`config.mk`:
```
export PLATFORM = sky130hd
export DESIGN_NAME = writeback_control
export DESIGN_NICKNAME = d
export VERILOG_FILES = /design/src/rtl/pipeline_pkg.sv /design/src/rtl/forward_select.sv /design/src/rtl/writeback_control.sv
export SDC_FILE = /design/constraint.sdc
export NUM_CORES = 1
export LEC_CHECK = 0
export BUFFER_PORTS_ARGS = -buffer_cell sky130_fd_sc_hd__buf_2
export CORE_ASPECT_RATIO = 0.75
export CORE_MARGIN = 2
export CORE_UTILIZATION = 45
export CTS_CLUSTER_DIAMETER = 150
export DETAILED_ROUTE_END_ITERATION = 10
export PLACE_DENSITY_LB_ADDON = 0.12
export SETUP_SLACK_MARGIN = 0.05
export SYNTH_ARGS = -nofsm -noshare
export SYNTH_HDL_FRONTEND = slang
export SYNTH_SLANG_ARGS = --single-unit
export TNS_END_PERCENT = 1
```
`constraint.sdc`:
```
create_clock -name clk -period 2.19 [get_ports clk]
set_input_delay 0.219 -clock clk [delete_from_list [all_inputs] [get_ports clk]]
set_output_delay 0.219 -clock clk [all_outputs]
set_load 0.02 [all_outputs]
```
`src/rtl/pipeline_pkg.sv`:
```
// -----------------------------------------------------------------------------
// pipeline_pkg
//   Shared types and constants for the write-back / hazard logic of the
//   five-stage pipeline.
//   - REG_ADDR_W / DATA_W : register-address and datapath widths.
//   - fwd_sel_e           : EX operand forwarding select encoding.
//   - mem_wb_t            : contents of the MEM/WB pipeline register.
// -----------------------------------------------------------------------------
package pipeline_pkg;

    localparam int REG_ADDR_W = 5;
    localparam int DATA_W     = 32;

    // Where the EX stage takes an operand from. 2'b11 is never produced.
    typedef enum logic [1:0] {
        FWD_REG = 2'b00,   // value read from the ID/EX register
        FWD_WB  = 2'b01,   // write-back data (writeData)
        FWD_MEM = 2'b10    // MEM-stage ALU result
    } fwd_sel_e;

    typedef struct packed {
        logic                  mem_to_reg;
        logic                  reg_write;
        logic [REG_ADDR_W-1:0] rd;
        logic [DATA_W-1:0]     alu_result;
        logic [DATA_W-1:0]     mem_data;
    } mem_wb_t;

endpackage

```
`src/rtl/forward_select.sv`:
```
// -----------------------------------------------------------------------------
// forward_select
//   Forwarding select for one EX-stage source operand.
//   Ports:
//     operand_i        : EX-stage source register address
//     mem_reg_write_i  : MEM-stage instruction writes a register
//     mem_to_reg_i     : MEM-stage instruction is a load
//     mem_rd_i         : MEM-stage destination register
//     wb_reg_write_i   : WB-stage write enable (already excludes $0)
//     wb_rd_i          : WB-stage destination register
//     sel_o            : operand source select
// -----------------------------------------------------------------------------
module forward_select
    import pipeline_pkg::*;
(
    input  logic [REG_ADDR_W-1:0] operand_i,
    input  logic                  mem_reg_write_i,
    input  logic                  mem_to_reg_i,
    input  logic [REG_ADDR_W-1:0] mem_rd_i,
    input  logic                  wb_reg_write_i,
    input  logic [REG_ADDR_W-1:0] wb_rd_i,
    output fwd_sel_e              sel_o
);

    always_comb begin
        // NOTE: default assignment first so every path drives sel_o (no latch).
        sel_o = FWD_REG;
        if (operand_i != '0) begin
            // A load in MEM has no data yet; the stall moves it to WB instead.
            if (mem_reg_write_i && !mem_to_reg_i && (mem_rd_i == operand_i)) begin
                sel_o = FWD_MEM;
            end else if (wb_reg_write_i && (wb_rd_i == operand_i)) begin
                sel_o = FWD_WB;
            end
        end
    end

endmodule

```
`src/rtl/writeback_control.sv`:
```
// -----------------------------------------------------------------------------
// writeback_control
//   MEM/WB pipeline register, register-file write port, load-use hazard
//   detection, EX forwarding selects and performance counters.
//   Ports:
//     clk, reset                       : clock, async active-low reset
//     memToRegMem, regWriteMem         : MEM-stage controls
//     regWriteRegisterMem              : MEM-stage destination register
//     aluResultMem, dataMemoryMem      : MEM-stage ALU result / load data
//     memReadEx, regWriteEx            : EX-stage controls
//     addressRsEx, addressRtEx         : EX-stage source registers
//     addressRsId, addressRtId         : ID-stage source registers
//     regWriteWb, writeRegisterWb      : register-file write enable / address
//     writeData                        : register-file write data (also WB fwd)
//     hazard                           : load-use stall request
//     forwardingMux0Ex/1Ex             : rs / rt operand selects
//     cycleCount/stallCount/retiredCount : wrapping performance counters
// -----------------------------------------------------------------------------
module writeback_control
    import pipeline_pkg::*;
#(
    parameter int COUNTER_WIDTH = 32
) (
    input  logic                     clk,
    input  logic                     reset,
    input  logic                     memToRegMem,
    input  logic                     regWriteMem,
    input  logic [REG_ADDR_W-1:0]    regWriteRegisterMem,
    input  logic [DATA_W-1:0]        aluResultMem,
    input  logic [DATA_W-1:0]        dataMemoryMem,
    input  logic                     memReadEx,
    input  logic                     regWriteEx,
    input  logic [REG_ADDR_W-1:0]    addressRsEx,
    input  logic [REG_ADDR_W-1:0]    addressRtEx,
    input  logic [REG_ADDR_W-1:0]    addressRsId,
    input  logic [REG_ADDR_W-1:0]    addressRtId,
    output logic                     regWriteWb,
    output logic [REG_ADDR_W-1:0]    writeRegisterWb,
    output logic [DATA_W-1:0]        writeData,
    output logic                     hazard,
    output logic [1:0]               forwardingMux0Ex,
    output logic [1:0]               forwardingMux1Ex,
    output logic [COUNTER_WIDTH-1:0] cycleCount,
    output logic [COUNTER_WIDTH-1:0] stallCount,
    output logic [COUNTER_WIDTH-1:0] retiredCount
);

    // ---------------- MEM/WB register ----------------
    mem_wb_t mem_wb_d, mem_wb_q;

    always_comb begin
        mem_wb_d = '{
            mem_to_reg: memToRegMem,
            reg_write:  regWriteMem,
            rd:         regWriteRegisterMem,
            alu_result: aluResultMem,
            mem_data:   dataMemoryMem
        };
    end

    // NOTE: sequential state uses non-blocking assignments only; the register
    // is small enough that clearing it in reset costs nothing and guarantees
    // no stray write after release.
    always_ff @(posedge clk or negedge reset) begin
        if (!reset) begin
            mem_wb_q <= '0;
        end else begin
            mem_wb_q <= mem_wb_d;
        end
    end

    // ---------------- Write-back port ----------------
    assign regWriteWb      = mem_wb_q.reg_write && (mem_wb_q.rd != '0);
    assign writeRegisterWb = mem_wb_q.rd;
    assign writeData       = mem_wb_q.mem_to_reg ? mem_wb_q.mem_data : mem_wb_q.alu_result;

    // ---------------- Load-use hazard ----------------
    assign hazard = memReadEx && regWriteEx && (addressRtEx != '0) &&
                    ((addressRtEx == addressRsId) || (addressRtEx == addressRtId));

    // ---------------- Forwarding ----------------
    fwd_sel_e fwd_rs, fwd_rt;

    forward_select u_fwd_rs (
        .operand_i       (addressRsEx),
        .mem_reg_write_i (regWriteMem),
        .mem_to_reg_i    (memToRegMem),
        .mem_rd_i        (regWriteRegisterMem),
        .wb_reg_write_i  (regWriteWb),
        .wb_rd_i         (writeRegisterWb),
        .sel_o           (fwd_rs)
    );

    forward_select u_fwd_rt (
        .operand_i       (addressRtEx),
        .mem_reg_write_i (regWriteMem),
        .mem_to_reg_i    (memToRegMem),
        .mem_rd_i        (regWriteRegisterMem),
        .wb_reg_write_i  (regWriteWb),
        .wb_rd_i         (writeRegisterWb),
        .sel_o           (fwd_rt)
    );

    assign forwardingMux0Ex = fwd_rs;
    assign forwardingMux1Ex = fwd_rt;

    // ---------------- Performance counters ----------------
    logic [COUNTER_WIDTH-1:0] cycle_d,   cycle_q;
    logic [COUNTER_WIDTH-1:0] stall_d,   stall_q;
    logic [COUNTER_WIDTH-1:0] retired_d, retired_q;

    // Natural unsigned overflow gives the modulo-2^COUNTER_WIDTH wrap.
    always_comb begin
        cycle_d   = cycle_q   + COUNTER_WIDTH'(1);
        stall_d   = stall_q   + COUNTER_WIDTH'(hazard);
        retired_d = retired_q + COUNTER_WIDTH'(regWriteWb);
    end

    always_ff @(posedge clk or negedge reset) begin
        if (!reset) begin
            cycle_q   <= '0;
            stall_q   <= '0;
            retired_q <= '0;
        end else begin
            cycle_q   <= cycle_d;
            stall_q   <= stall_d;
            retired_q <= retired_d;
        end
    end

    assign cycleCount   = cycle_q;
    assign stallCount   = stall_q;
    assign retiredCount = retired_q;

endmodule

```
==> results.py <==
metrics = {
    "outcome": {
        "status": "finished clean",
    },
    "finish": {
        "postLayoutCellArea_sq_um": 9880,
        "fillers": 1195,
        "instances_no_fill": 1092,
        "drive_above_1_share": 0.389,
        "syn2layout_area_growth_pct": 42.5,
        "nets": 974,
        "n_antenna_cell": 0,
    },
    "worst_setup_path": {
        "setup.worst_path.start": "writeRegisterWb[1]",
        "cp.required_ps": 2510,
        "crit_chain": "or4_1, o21ai_2, inv_1, ha_2, ha_4, nand3_1, nor2_2, nand4_1, xnor2_1",
        "r2r-start": "writeRegisterWb[1]",
        "cp-end-kind": "register",
        "rr_endpoint": "retiredCount[10]",
        "crit_buf_inv": 1,
        "cpMaxStageDelayCell": "or4_1",
        "cp.depth": 9,
        "cp_data_arrival_time_ps": 2390,
        "slowest_delay_ps": 530,
        "critPathMaxFanout": 6,
        "path_delay_family": "simple AND/OR/NAND/NOR gates",
        "cp-start-kind": "register",
        "r2r_setup_slack_ps": 130,
        "r2r_cells": 9,
        "crit_path_end": "retiredCount[10]",
        "path_class": "register to register",
    },
    "synthesis": {
        "synthXorXnorAreaFrac": 0.152,
        "synth_top_family_by_area": "simple AND/OR/NAND/NOR gates",
        "synth_cell_types": 32,
        "synth_cells": 544,
        "avgSynthCellArea_sq_um": 12.7,
        "synth_nets": 644,
        "synth-simple-area-share": 0.163,
        "synth-edff-count": 0,
        "syn-cell-area_sq_um": 6930,
        "synth_async_sr_flop_share": 1.00,
        "synth_mux_area_frac": 0.0520,
        "ys_seq_area_frac": 0.603,
        "synth_compound_area_frac": 0.00361,
        "synth_adder_area_share": 0.00902,
        "synth_ff_type": "dfrtp_1",
        "yosysWarnings": 0,
        "ys_ff_latch": 167,
    },
    "placement": {
        "post_dp_cell_area_sq_um": 8510,
        "dp_slack_ps": -152,
        "dp.cells": 988,
        "dp_hpwl_um": 12300,
        "port-buffer-count": 233,
        "place_congestion": 0.834,
    },
    "die": {
        "ioPinCount": 234,
        "die_area_sq_um": 16400,
        "die_w_um": 147,
        "design.core.area_sq_um": 15100,
        "rows": 39,
        "chipHeight_um": 112,
        "initial_core_util": 0.458,
    },
    "timing": {
        "worst_slack_ps": 126,
        "whs_ps": 260,
        "setup-violations-final": 0,
        "fin_crit_sh": 0.942,
        "fmax_mhz": 484,
        "finalMaxSlewViolations": 0,
        "fin_crit_ps": 2060,
        "report.final.hold_viol_count": 0,
        "rsz0062_at_grt": "yes",
        "finClkSkew_ps": 4.60,
        "slew_headroom": 0.506,
        "worstMarginPinSlew_ps": 735,
    },
    "min_path": {
        "holdCritPathClass": "primary input to async pin",
    },
    "power_and_ir_drop": {
        "vdd.ir_drop.worst_v": 0.000472,
        "power_mw": 7.30,
        "power_density_nw_per_um2": 738,
        "leakage_nw": 4.87,
    },
    "job": {
        "maxCapViolCount": 0,
    },
    "route": {
        "route.detailed.drc": 0,
        "drt-initial-drc-count": 256,
        "dr.pass1.iters": 4,
        "wl_per_cell_um": 16.2,
        "num_vias": 5390,
        "drt_wl_total_um": 17700,
        "detail-route-antenna-nets": 0,
        "viasPerCell": 4.94,
    },
    "grt": {
        "grtUsageTotal": 0.223,
        "grt_pass1_wl_um": 29000,
        "grt-ovfl-total": 0,
        "antenna_found_initial": 0,
        "grt_pass1_vias": 5522,
        "grt_max_degree": 63,
    },
    "clock_tree": {
        "htreeDepth": 4,
        "clockBufferDepth": 2,
        "cts_tree": "yes",
        "clk-insertion-delay-late_ps": 420,
        "cts_buffers": 17,
        "clock-sinks": 167,
        "clk_pin_slew_worst_paths_ps": 60,
        "clock-root-buffer": "clkbuf_16",
        "postCtsSetupBuffers": 0,
    },
}
worst reg2reg max path, stage by stage, from the launching register on:
cell     delay, ps
dfrtp_1        370
or4_1          530
o21ai_2        170
inv_1           70
ha_2           200
ha_4           180
nand3_1         80
nor2_2          80
nand4_1        130
xnor2_1        160
layout by cell type (no fill, tap or decap), types with 24 or more instances in the layout:
| master | count |
|---|---|
| buf_2 | 232 |
| nand3_1 | 40 |
| dfrtp_1 | 167 |
| xor2_1 | 29 |
| nand2_1 | 30 |
| buf_4 | 24 |
| xnor2_1 | 91 |
| mux2_2 | 32 |
| dlygate4sd3_1 | 72 |
| nand4_1 | 37 |
per-stage QoR:
step / TNS (ps) / util
3_3_place_gp: -393 / 0.562
5_1_grt: -7.19 / 0.653
2_1_floorplan: -2170 / -
4_1_cts: 0 / 0.651
3_5_place_dp: -1150 / 0.562
6_report: 0 / 0.653
layer usage:
metal  part of all wire  global-route usage
met3              0.073              0.0680
met4              0.019              0.0744
met5                  0                   0
met1               0.44               0.295
met2               0.47               0.355
final cells by class:
type                            count  area [sq um]  area share
Clock buffer                       18           439      0.0444
Tap cell                          205           256      0.0260
Clock inverter                     14           173      0.0175
Timing Repair Buffer              330          2090       0.212
Multi-Input combinational cell    349          2710       0.274
Inverter                            9          33.8     0.00342
Sequential cell                   167          4180       0.423
synthesized netlist by cell type (2+ instances only):
library cell	number	area [sq um]
nor2_1	18	67.6
dfrtp_1	167	4180
nand4b_1	2	17.5
xor2_1	29	254
nand4_4	2	42.5
and2_1	5	31.3
nand4_1	37	231
nand3_1	41	205
ha_1	5	62.6
buf_1	4	15.0
or4_1	2	15.0
xnor2_1	91	797
clkbuf_1	8	30.0
buf_4	6	45.0
inv_1	9	33.8
nor4_4	5	106
and3_1	15	93.8
and4_1	5	43.8
nor3_1	14	70.1
mux2_2	32	360
nor4_1	6	37.5
nand2_1	31	116
registers in the layout, indices dropped and copies added (netlist names):
register / cells
cycleCount: 32
mem_wb_q: 66
retiredCount: 32
stallCount: 32
writeRegisterWb: 5
worst min path at each step:
| stage | from | endpoint | slack [ps] | depth (start not counted) |
|---|---|---|---|---|
| floorplan | reset | cycleCount[0] | -80 | 0 |
| global placement | reset | writeRegisterWb[4] | 150 | 1 |
| detailed placement | reset | writeRegisterWb[4] | 150 | 1 |
| CTS | reset | writeRegisterWb[4] | 270 | 2 |
| global route | reset | writeRegisterWb[4] | 270 | 2 |
| finish | reset | writeRegisterWb[4] | 260 | 2 |
power by group:
part	switching (mW)	internal [mW]	total (mW)
Clock	1.24	1.83	3.07
Sequential	0.115	3.23	3.34
Combinational	0.477	0.404	0.881
Total	1.83	5.47	7.30
cell families (layout without fill, tap and decap cells):
kind of cell | count (synthesis) | in the layout
compound gates | 4 | 4
simple gates | 188 | 188
buf+inv | 28 | 371
mux | 32 | 32
fa+ha+maj | 5 | 5
xor+xnor | 120 | 120
flops | 167 | 167
timing repair:
action | in CTS | in global routing
setup endpoints to repair | 14 | 26
hold buffers | 72 | 0
gates resized for setup | 2 | 8
pin swaps | 0 | 5
endpoints found under the hold margin | 109 | 0
Note: power is estimated with default switching activity, not from simulation.
